===== src/rtl/add_num_job_sequencer_if.sv =====
// Handshake bundle between the add_num job sequencer and its CSR / CCI-P request neighbours.
// master = the sequencer; slave = the surrounding CSR decode and c0/c1 formatting logic.
interface add_num_job_sequencer_if #(
  parameter int CL_ADDR_W  = 42,
  parameter int DATA_W     = 512,
  parameter int CSR_ADDR_W = 16
);
  logic                  csr_wr_valid;
  logic [CSR_ADDR_W-1:0] csr_wr_addr;
  logic [63:0]           csr_wr_data;

  logic                  rd_almfull;
  logic                  rd_req_valid;
  logic [CL_ADDR_W-1:0]  rd_req_addr;
  logic                  rd_rsp_valid;
  logic [DATA_W-1:0]     rd_rsp_data;

  logic                  wr_almfull;
  logic                  wr_req_valid;
  logic [CL_ADDR_W-1:0]  wr_req_addr;
  logic [DATA_W-1:0]     wr_req_data;
  logic                  wr_rsp_valid;

  logic                  busy;
  logic                  done;
  logic                  error;
  logic                  start_dropped;
  logic [15:0]           job_count;

  modport master (
    input  csr_wr_valid, csr_wr_addr, csr_wr_data,
    input  rd_almfull, rd_rsp_valid, rd_rsp_data,
    input  wr_almfull, wr_rsp_valid,
    output rd_req_valid, rd_req_addr,
    output wr_req_valid, wr_req_addr, wr_req_data,
    output busy, done, error, start_dropped, job_count
  );

  modport slave (
    output csr_wr_valid, csr_wr_addr, csr_wr_data,
    output rd_almfull, rd_rsp_valid, rd_rsp_data,
    output wr_almfull, wr_rsp_valid,
    input  rd_req_valid, rd_req_addr,
    input  wr_req_valid, wr_req_addr, wr_req_data,
    input  busy, done, error, start_dropped, job_count
  );
endinterface


===== src/rtl/add_num_job_sequencer.sv =====
// One add_num job: read a source line, add its two low operands, write the sum to a destination line.
// Every output is a register or a constant-padded copy of one.
module add_num_job_sequencer #(
  parameter int CL_ADDR_W      = 42,
  parameter int DATA_W         = 512,
  parameter int OPERAND_W      = 8,
  parameter int CSR_ADDR_W     = 16,
  parameter int TIMEOUT_CYCLES = 4096
) (
  input  logic                         clk,
  input  logic                         reset_n,
  add_num_job_sequencer_if.master      bus
);
  localparam int SUM_W = OPERAND_W + 1;
  localparam int TMO_W = (TIMEOUT_CYCLES > 1) ? $clog2(TIMEOUT_CYCLES) : 1;
  localparam logic [TMO_W-1:0] TMO_LAST = TMO_W'(TIMEOUT_CYCLES - 1);

  localparam logic [CSR_ADDR_W-1:0] ADDR_SRC  = CSR_ADDR_W'(16'h0020);
  localparam logic [CSR_ADDR_W-1:0] ADDR_DST  = CSR_ADDR_W'(16'h0022);
  localparam logic [CSR_ADDR_W-1:0] ADDR_CTRL = CSR_ADDR_W'(16'h0024);

  typedef enum logic [2:0] {
    ST_IDLE,
    ST_RD_REQ,
    ST_RD_WAIT,
    ST_ADD,
    ST_WR_REQ,
    ST_WR_WAIT
  } state_t;

  state_t                state_reg;
  logic [CL_ADDR_W-1:0]  src_reg;
  logic [CL_ADDR_W-1:0]  dst_reg;
  logic [CL_ADDR_W-1:0]  job_src_reg;
  logic [CL_ADDR_W-1:0]  job_dst_reg;
  logic [OPERAND_W-1:0]  a_reg;
  logic [OPERAND_W-1:0]  b_reg;
  logic [SUM_W-1:0]      sum_reg;
  logic [TMO_W-1:0]      tmo_reg;

  logic                  rd_req_valid_reg;
  logic [CL_ADDR_W-1:0]  rd_req_addr_reg;
  logic                  wr_req_valid_reg;
  logic [CL_ADDR_W-1:0]  wr_req_addr_reg;
  logic                  busy_reg;
  logic                  done_reg;
  logic                  error_reg;
  logic                  start_dropped_reg;
  logic [15:0]           job_count_reg;

  logic src_wr;
  logic dst_wr;
  logic start_req;
  logic clear_req;

  always_comb begin
    src_wr    = bus.csr_wr_valid && (bus.csr_wr_addr == ADDR_SRC);
    dst_wr    = bus.csr_wr_valid && (bus.csr_wr_addr == ADDR_DST);
    start_req = bus.csr_wr_valid && (bus.csr_wr_addr == ADDR_CTRL) && bus.csr_wr_data[0];
    clear_req = bus.csr_wr_valid && (bus.csr_wr_addr == ADDR_CTRL) && bus.csr_wr_data[1];
  end

  always_ff @(posedge clk) begin
    if (!reset_n) begin
      state_reg         <= ST_IDLE;
      src_reg           <= '0;
      dst_reg           <= '0;
      job_src_reg       <= '0;
      job_dst_reg       <= '0;
      a_reg             <= '0;
      b_reg             <= '0;
      sum_reg           <= '0;
      tmo_reg           <= '0;
      rd_req_valid_reg  <= 1'b0;
      rd_req_addr_reg   <= '0;
      wr_req_valid_reg  <= 1'b0;
      wr_req_addr_reg   <= '0;
      busy_reg          <= 1'b0;
      done_reg          <= 1'b0;
      error_reg         <= 1'b0;
      start_dropped_reg <= 1'b0;
      job_count_reg     <= '0;
    end else begin
      rd_req_valid_reg <= 1'b0;
      wr_req_valid_reg <= 1'b0;

      if (src_wr) src_reg <= bus.csr_wr_data[CL_ADDR_W-1:0];
      if (dst_wr) dst_reg <= bus.csr_wr_data[CL_ADDR_W-1:0];

      // Explicit clear comes first so FSM events in the same cycle still land.
      if (clear_req) begin
        done_reg          <= 1'b0;
        error_reg         <= 1'b0;
        start_dropped_reg <= 1'b0;
      end

      case (state_reg)
        ST_IDLE: begin
          if (start_req) begin
            job_src_reg       <= src_reg;
            job_dst_reg       <= dst_reg;
            done_reg          <= 1'b0;
            error_reg         <= 1'b0;
            start_dropped_reg <= 1'b0;
            busy_reg          <= 1'b1;
            state_reg         <= ST_RD_REQ;
          end
        end

        ST_RD_REQ: begin
          if (!bus.rd_almfull) begin
            rd_req_valid_reg <= 1'b1;
            rd_req_addr_reg  <= job_src_reg;
            tmo_reg          <= '0;
            state_reg        <= ST_RD_WAIT;
          end
        end

        ST_RD_WAIT: begin
          if (bus.rd_rsp_valid) begin
            a_reg     <= bus.rd_rsp_data[OPERAND_W-1:0];
            b_reg     <= bus.rd_rsp_data[2*OPERAND_W-1:OPERAND_W];
            state_reg <= ST_ADD;
          end else if (tmo_reg == TMO_LAST) begin
            error_reg <= 1'b1;
            busy_reg  <= 1'b0;
            state_reg <= ST_IDLE;
          end else begin
            tmo_reg <= tmo_reg + TMO_W'(1);
          end
        end

        ST_ADD: begin
          sum_reg   <= {1'b0, a_reg} + {1'b0, b_reg};
          state_reg <= ST_WR_REQ;
        end

        ST_WR_REQ: begin
          if (!bus.wr_almfull) begin
            wr_req_valid_reg <= 1'b1;
            wr_req_addr_reg  <= job_dst_reg;
            tmo_reg          <= '0;
            state_reg        <= ST_WR_WAIT;
          end
        end

        ST_WR_WAIT: begin
          if (bus.wr_rsp_valid) begin
            done_reg      <= 1'b1;
            job_count_reg <= job_count_reg + 16'd1;
            busy_reg      <= 1'b0;
            state_reg     <= ST_IDLE;
          end else if (tmo_reg == TMO_LAST) begin
            error_reg <= 1'b1;
            busy_reg  <= 1'b0;
            state_reg <= ST_IDLE;
          end else begin
            tmo_reg <= tmo_reg + TMO_W'(1);
          end
        end

        default: begin
          busy_reg  <= 1'b0;
          state_reg <= ST_IDLE;
        end
      endcase

      // A START seen outside IDLE (including the cycle a response retires the job) is dropped.
      if (start_req && (state_reg != ST_IDLE)) start_dropped_reg <= 1'b1;
    end
  end

  assign bus.rd_req_valid  = rd_req_valid_reg;
  assign bus.rd_req_addr   = rd_req_addr_reg;
  assign bus.wr_req_valid  = wr_req_valid_reg;
  assign bus.wr_req_addr   = wr_req_addr_reg;
  assign bus.wr_req_data   = {{(DATA_W-SUM_W){1'b0}}, sum_reg};
  assign bus.busy          = busy_reg;
  assign bus.done          = done_reg;
  assign bus.error         = error_reg;
  assign bus.start_dropped = start_dropped_reg;
  assign bus.job_count     = job_count_reg;

  logic unused_bits;
  assign unused_bits = ^{bus.csr_wr_data[63:CL_ADDR_W], bus.rd_rsp_data[DATA_W-1:2*OPERAND_W]};
endmodule


===== src/flat_wrapper.sv =====
// flat-port wrapper written by rule: the top's interface ports become plain ports
module add_num_job_sequencer_flat 
#(
  parameter int CL_ADDR_W      = 42,
  parameter int DATA_W         = 512,
  parameter int OPERAND_W      = 8,
  parameter int CSR_ADDR_W     = 16,
  parameter int TIMEOUT_CYCLES = 4096
)
  (clk, reset_n, bus_csr_wr_valid, bus_csr_wr_addr, bus_csr_wr_data, bus_rd_almfull, bus_rd_rsp_valid, bus_rd_rsp_data, bus_wr_almfull, bus_wr_rsp_valid, bus_rd_req_valid, bus_rd_req_addr, bus_wr_req_valid, bus_wr_req_addr, bus_wr_req_data, bus_busy, bus_done, bus_error, bus_start_dropped, bus_job_count);
  add_num_job_sequencer_if #(.CL_ADDR_W(CL_ADDR_W), .DATA_W(DATA_W), .CSR_ADDR_W(CSR_ADDR_W)) bus_i ();
  input  logic clk;
  input  logic reset_n;
  input wire logic [$bits(bus_i.csr_wr_valid)-1:0] bus_csr_wr_valid;
  input wire logic [$bits(bus_i.csr_wr_addr)-1:0] bus_csr_wr_addr;
  input wire logic [$bits(bus_i.csr_wr_data)-1:0] bus_csr_wr_data;
  input wire logic [$bits(bus_i.rd_almfull)-1:0] bus_rd_almfull;
  input wire logic [$bits(bus_i.rd_rsp_valid)-1:0] bus_rd_rsp_valid;
  input wire logic [$bits(bus_i.rd_rsp_data)-1:0] bus_rd_rsp_data;
  input wire logic [$bits(bus_i.wr_almfull)-1:0] bus_wr_almfull;
  input wire logic [$bits(bus_i.wr_rsp_valid)-1:0] bus_wr_rsp_valid;
  output wire logic [$bits(bus_i.rd_req_valid)-1:0] bus_rd_req_valid;
  output wire logic [$bits(bus_i.rd_req_addr)-1:0] bus_rd_req_addr;
  output wire logic [$bits(bus_i.wr_req_valid)-1:0] bus_wr_req_valid;
  output wire logic [$bits(bus_i.wr_req_addr)-1:0] bus_wr_req_addr;
  output wire logic [$bits(bus_i.wr_req_data)-1:0] bus_wr_req_data;
  output wire logic [$bits(bus_i.busy)-1:0] bus_busy;
  output wire logic [$bits(bus_i.done)-1:0] bus_done;
  output wire logic [$bits(bus_i.error)-1:0] bus_error;
  output wire logic [$bits(bus_i.start_dropped)-1:0] bus_start_dropped;
  output wire logic [$bits(bus_i.job_count)-1:0] bus_job_count;
  assign bus_i.csr_wr_valid = bus_csr_wr_valid;
  assign bus_i.csr_wr_addr = bus_csr_wr_addr;
  assign bus_i.csr_wr_data = bus_csr_wr_data;
  assign bus_i.rd_almfull = bus_rd_almfull;
  assign bus_i.rd_rsp_valid = bus_rd_rsp_valid;
  assign bus_i.rd_rsp_data = bus_rd_rsp_data;
  assign bus_i.wr_almfull = bus_wr_almfull;
  assign bus_i.wr_rsp_valid = bus_wr_rsp_valid;
  assign bus_rd_req_valid = bus_i.rd_req_valid;
  assign bus_rd_req_addr = bus_i.rd_req_addr;
  assign bus_wr_req_valid = bus_i.wr_req_valid;
  assign bus_wr_req_addr = bus_i.wr_req_addr;
  assign bus_wr_req_data = bus_i.wr_req_data;
  assign bus_busy = bus_i.busy;
  assign bus_done = bus_i.done;
  assign bus_error = bus_i.error;
  assign bus_start_dropped = bus_i.start_dropped;
  assign bus_job_count = bus_i.job_count;
  add_num_job_sequencer #(.CL_ADDR_W(CL_ADDR_W), .DATA_W(DATA_W), .OPERAND_W(OPERAND_W), .CSR_ADDR_W(CSR_ADDR_W), .TIMEOUT_CYCLES(TIMEOUT_CYCLES)) u_core (.clk(clk), .reset_n(reset_n), .bus(bus_i));
endmodule

===== config.mk =====
export PLATFORM = sky130hd
export DESIGN_NAME = add_num_job_sequencer_flat
export DESIGN_NICKNAME = d
export VERILOG_FILES = /design/src/rtl/add_num_job_sequencer_if.sv /design/src/rtl/add_num_job_sequencer.sv /design/src/flat_wrapper.sv
export SDC_FILE = /design/constraint.sdc
export NUM_CORES = 1
export LEC_CHECK = 0
export ABC_AREA = 1
export CORE_AREA = 2 2 480 482
export DETAILED_ROUTE_END_ITERATION = 10
export DIE_AREA = 0 0 482 484
export PLACE_DENSITY = 0.33
export SLEW_MARGIN = 20
export SYNTH_ARGS = -nofsm -noshare
export SYNTH_HDL_FRONTEND = slang
export SYNTH_SLANG_ARGS = --single-unit

===== constraint.sdc =====
create_clock -name clk -period 1.89 [get_ports clk]
set_clock_uncertainty 0.15 [all_clocks]
set_input_delay 0.378 -clock clk [delete_from_list [all_inputs] [get_ports clk]]
set_output_delay 0.378 -clock clk [all_outputs]
set_load 0.1 [all_outputs]

# After elaboration in Yosys (flattened, before gate mapping)
# Index checks and enable logic that the tools add are counted.
# totals
register_bits	314
input_bits	599
output_inout_bits	618
elab_cells	92
# op_classes
addsub	3
eq_ne	14
n_mux	34
bitwise_logic	3
n_reduce_logical	20
# ops
op	n
$mux W12	5
$eq A16 B6 Y1 const B	3
$pmux W12 S4	1
$mux W1	18
$mux W3	6
$pmux W3 S6	1
$add A16 B1 Y16 const B	1
$reduce_and A2 Y1	7
$add A12 B1 Y12 const B	1
$eq A12 B12 Y1 const B	1
$add A8 B8 Y9	1
$ne A2 B2 Y1 const B	4
$eq A3 B2 Y1 const B	2
$eq A3 B3 Y1 const B	2
$logic_and A1 B1 Y1	6
$reduce_and A3 Y1	2
$reduce_and A5 Y1	1
$pmux W1 S4	1
$reduce_bool A4 Y1	1
$eq A3 B1 Y1 const B	1
$logic_not A3 Y1	1
$not A1 Y1	3
$pmux W1 S3	1
$reduce_bool A3 Y1	1
3 further kinds	3

# Longest topological paths before layout
# depth
ltp_word	7
mapped_depth	11
ltp_nobuf	10

# Worst setup path before layout
# No wires, ideal clock.
# synth_path
path_kind	register -> register
from	reg u_core.job_count_reg[0], in the netlist u_core.bus.job_count[0]
to	reg u_core.job_count_reg[9], in the netlist u_core.bus.job_count[9]
setup_time_ps	121
arrival_time_ps	2001
required_time_ps	1619
setup_slack_ps	-382
path_stages_with_launch	7
path_buffers	0
synth_period_minus_slack_ps	2272
path_cell_list	dfxtp_1 inv_1 nor2_1 nand4_1 or2_2 o21ai_0 a21oi_1
# synth_via
elab_chain_cells	1
# synth_rtl
element	line_no	source
start: declaration	add_num_job_sequencer.sv:49	logic [15:0] job_count_reg;
start signal: assignment	add_num_job_sequencer.sv:150	job_count_reg <= job_count_reg + 16'd1;
$add A16 B1 Y16	add_num_job_sequencer.sv:150	
# Every way passes these cells.
# A chain may end at the register's enable or synchronous reset.

# Worst setup path in the final report
# layout_path
from	reg u_core.state_reg[1]
to	reg u_core.job_dst_reg[6]
# layout_via
elab_chain_cells	2
# layout_rtl
element	line_no	source
start: declaration	add_num_job_sequencer.sv:31	state_t state_reg;
start signal: assignment	add_num_job_sequencer.sv:65	state_reg <= ST_IDLE;
start signal: assignment	add_num_job_sequencer.sv:106	state_reg <= ST_RD_REQ;
start signal: assignment	add_num_job_sequencer.sv:115	state_reg <= ST_RD_WAIT;
$logic_not A3 Y1	add_num_job_sequencer.sv:97	case (state_reg)
$reduce_and A2 Y1 (no line)	n/a	
end signal: assignment	add_num_job_sequencer.sv:101	job_dst_reg <= dst_reg;
end: declaration	add_num_job_sequencer.sv:35	logic [CL_ADDR_W-1:0] job_dst_reg;
# Every way passes these cells.

==> results.cfg <==
[run_status]
status = finished clean

[worst_setup_path]
crit_fanout = 63
r2r_slack_ns = 0.06
setup.worst_path.end_class = register
r2r-end = u_core.job_dst_reg[6]
path_depth = 9
path_cells = inv_2 -> buf_6 -> buf_4 -> nand2_4 -> inv_4 -> nand3_4 -> buf_16 -> o21ai_0 -> nor2_1
arrival_ns = 2.20
r2r_start = u_core.state_reg[1]
cp_slowest_stage_delay_ns = 0.35
critical_path.slowest_cell = dfxtp_2
crit_type = reg -> reg
critPathBufInv = 5
crit_path_start_kind = register
required_ns = 2.27
r2r_cells = 9
crit_family = buffers and inverters

[final_layout]
multi_input_area_mm2 = 0.00685
final_cells = 5396
num-nets-final = 2945
final_cell_mix = conb_1, nor2_1, dfxtp_1, o21ai_0, inv_1
seqCellArea_mm2 = 0.00632
layout-drive-gt1-share_pct = 16.8
syn_to_final_growth_pct = 45.9
mostFrequentLayoutCell = conb_1
n_fill_cell = 26400

[timing]
drv_slew = 0
setup_viol = 0
hold_violations = 0
fin_ws_ns = 0.0628
min_period_over_period_pct = 96.7
grt_setup_unrepaired = yes
min_period_ns = 1.83
tns_ns = 0
max_freq_mhz = 547

[hold_path]
worstHoldPathCells = 3
holdPathEnd = u_core.a_reg[0]
hold_path.class = in -> reg
worstHoldStart = bus_rd_rsp_data[0]

[pwr]
p_sw_share_pct = 40.3
leakagePower_nw = 8.71
power_density_mw_per_mm2 = 862
p_int_mw = 12.1
p_clk_share_pct = 43.2
combPwrFrac_pct = 24.0
ir_drop_mv = 0.668
netSwitchingPower_mw = 8.15
seqPwrFrac_pct = 32.7

[global_routing]
grt.overflow.total = 0
grt_usage_pct = 4.54
grt_max_degree = 85
grt_pass1_wl_um = 77100
grt_pass1_vias = 11100
grt_antenna_before_repair = 11

[cts]
path_clk_slew_ns = 0.06
insertion_delay_ns = 0.63
htreeDepth = 2
cts_buffers = 46
cts_tree = done
clock-sinks = 314
cts-root-buf = clkbuf_16
cts_buffer_depth = 3

[drt]
routedWlPerCell_um = 10.3
wl_met1_um = 23100
viasPerCell = 2.29
routed-wl-met2_um = 26600
drcViolationCount = 0
drt-total-wl_um = 55400
top_layer = met5
final_antenna_net_count = 0
drt_pass1_iterations = 6
dr_wl_met3_um = 4240
vias = 12400
first_iter_violations = 453

[floorplanning]
placementRows = 176
num_io_pins = 1217
core_mm2 = 0.229
initial_core_util_pct = 7.04
fp.dieW_um = 482
die_area_mm2 = 0.233
die_h_um = 484

[place]
dp_slack_ns = -0.661
dp_cells = 5299
dpl.hpwl_um = 40400
place_congestion = 0.696
portBuffers = 195

[run]
maxCapViolations = 0

[synthesis]
async_flop_share_pct = 0
synth-seq-area-share_pct = 39.1
netlist.area_leader.share_pct = 39.1
synthesis.area_mm2 = 0.0161
synthDistinctLibCells = 45
yosysWarnings = 0
syn-instance-count = 2080
ys_ff_latch = 314
synth_top_area_cell = dfxtp_1
synth_top_flop_cell = dfxtp_1
synth-edff-count = 0
avgSynthCellArea_um2 = 7.73
synth.area.top_cells = dfxtp_1, buf_4, nor2_1
==> layer usage <==
layer	GRT usage, %	vias to the layer above
li1	-	6147
met2	7.81	606
met5	0	-
met4	1.44	4
met1	5.34	5523
met3	1.34	84
==> cells in the mapped netlist (all sizes together) (2+ instances only) <==
cell    count
nor2      360
buf       540
nor3       12
or2         3
clkbuf     59
inv       174
nand2     115
dfxtp     314
and3        2
a211oi     43
xnor2       2
nand3      34
a21oi     140
nand4      14
xor2       13
o21ai     230
a31oi       2
ha         10
nor3b       4
==> stage by stage <==
stage / hold WS, ns / utilization, % / cell area (um2) / total power [mW]
global placement: 0.277 / 9.44 / 21600 / 11.6
finish: 0.174 / 10.3 / 23500 / 20.2
CTS: 0.0897 / 10.2 / 23200 / 20.7
detailed placement: 0.281 / 9.44 / 21600 / 11.6
global route: 0.143 / 10.3 / 23500 / 21.0
floorplan: 0.270 / - / 18000 / 12.1
==> cells by family after synthesis <==
family	share of synthesized area [%]
AOI/OAI and AO/OA	14.0
other	0.0233
xor gates and xnor gates	0.817
DFF	39.1
adders and majority gates	0.902
and+or+nand+nor	14.3
buffers and inverters	30.9
==> power groups by stage <==
stage | clock network, mW | logic, mW | registers, mW
final | 8.74 | 4.86 | 6.62
after global placement | 0 | 4.85 | 6.76
after global routing | 9.42 | 4.99 | 6.61
after CTS | 9.21 | 4.86 | 6.62
after floorplan | 0 | 5.30 | 6.76
after detailed placement | 0 | 4.85 | 6.76
==> worst reg2reg max path, stage by stage (launching register included) <==
cell and delay [ns]:
dfxtp_2 0.35, inv_2 0.05, buf_6 0.12, buf_4 0.13, nand2_4 0.13, inv_4 0.08, nand3_4 0.11, buf_16 0.28
o21ai_0 0.21, nor2_1 0.10
==> how the worst max path moves through the flow <==
stage,startpoint,to,slack (ns)
floorplan,u_core.bus.job_count[0],u_core.bus.job_count[9],-0.03
global placement,bus_wr_rsp_valid,u_core.bus.job_count[9],-0.66
detailed placement,bus_wr_rsp_valid,u_core.bus.job_count[9],-0.66
CTS,u_core.bus.job_count[13],bus_job_count[13],0.002
global route,u_core.state_reg[1],u_core.bus.rd_req_addr[16],-0.05
finish,u_core.state_reg[1],u_core.job_dst_reg[6],0.06
==> timing repair <==
action | in CTS | in global routing
gates resized for setup | 37 | 68
cloned | 2 | 1
setup endpoints to repair | 67 | 144
hold buffers | 1 | 0
pin swaps | 3 | 10
hold endpoints to repair | 4 | 0
setup buffers | 6 | 4
==> final cells by class <==
cell class                 instances  share of cell area (%)
tap                             3026                    16.1
clock inverter                    15                   0.736
clock buffer                      65                    5.68
inverter                         175                    2.92
antenna                            3                  0.0320
timing repair buffer             303                    18.4
multi-input combinational       1495                    29.2
sequential                       314                    26.9
No activity file was read; power rests on OpenSTA's default activity.
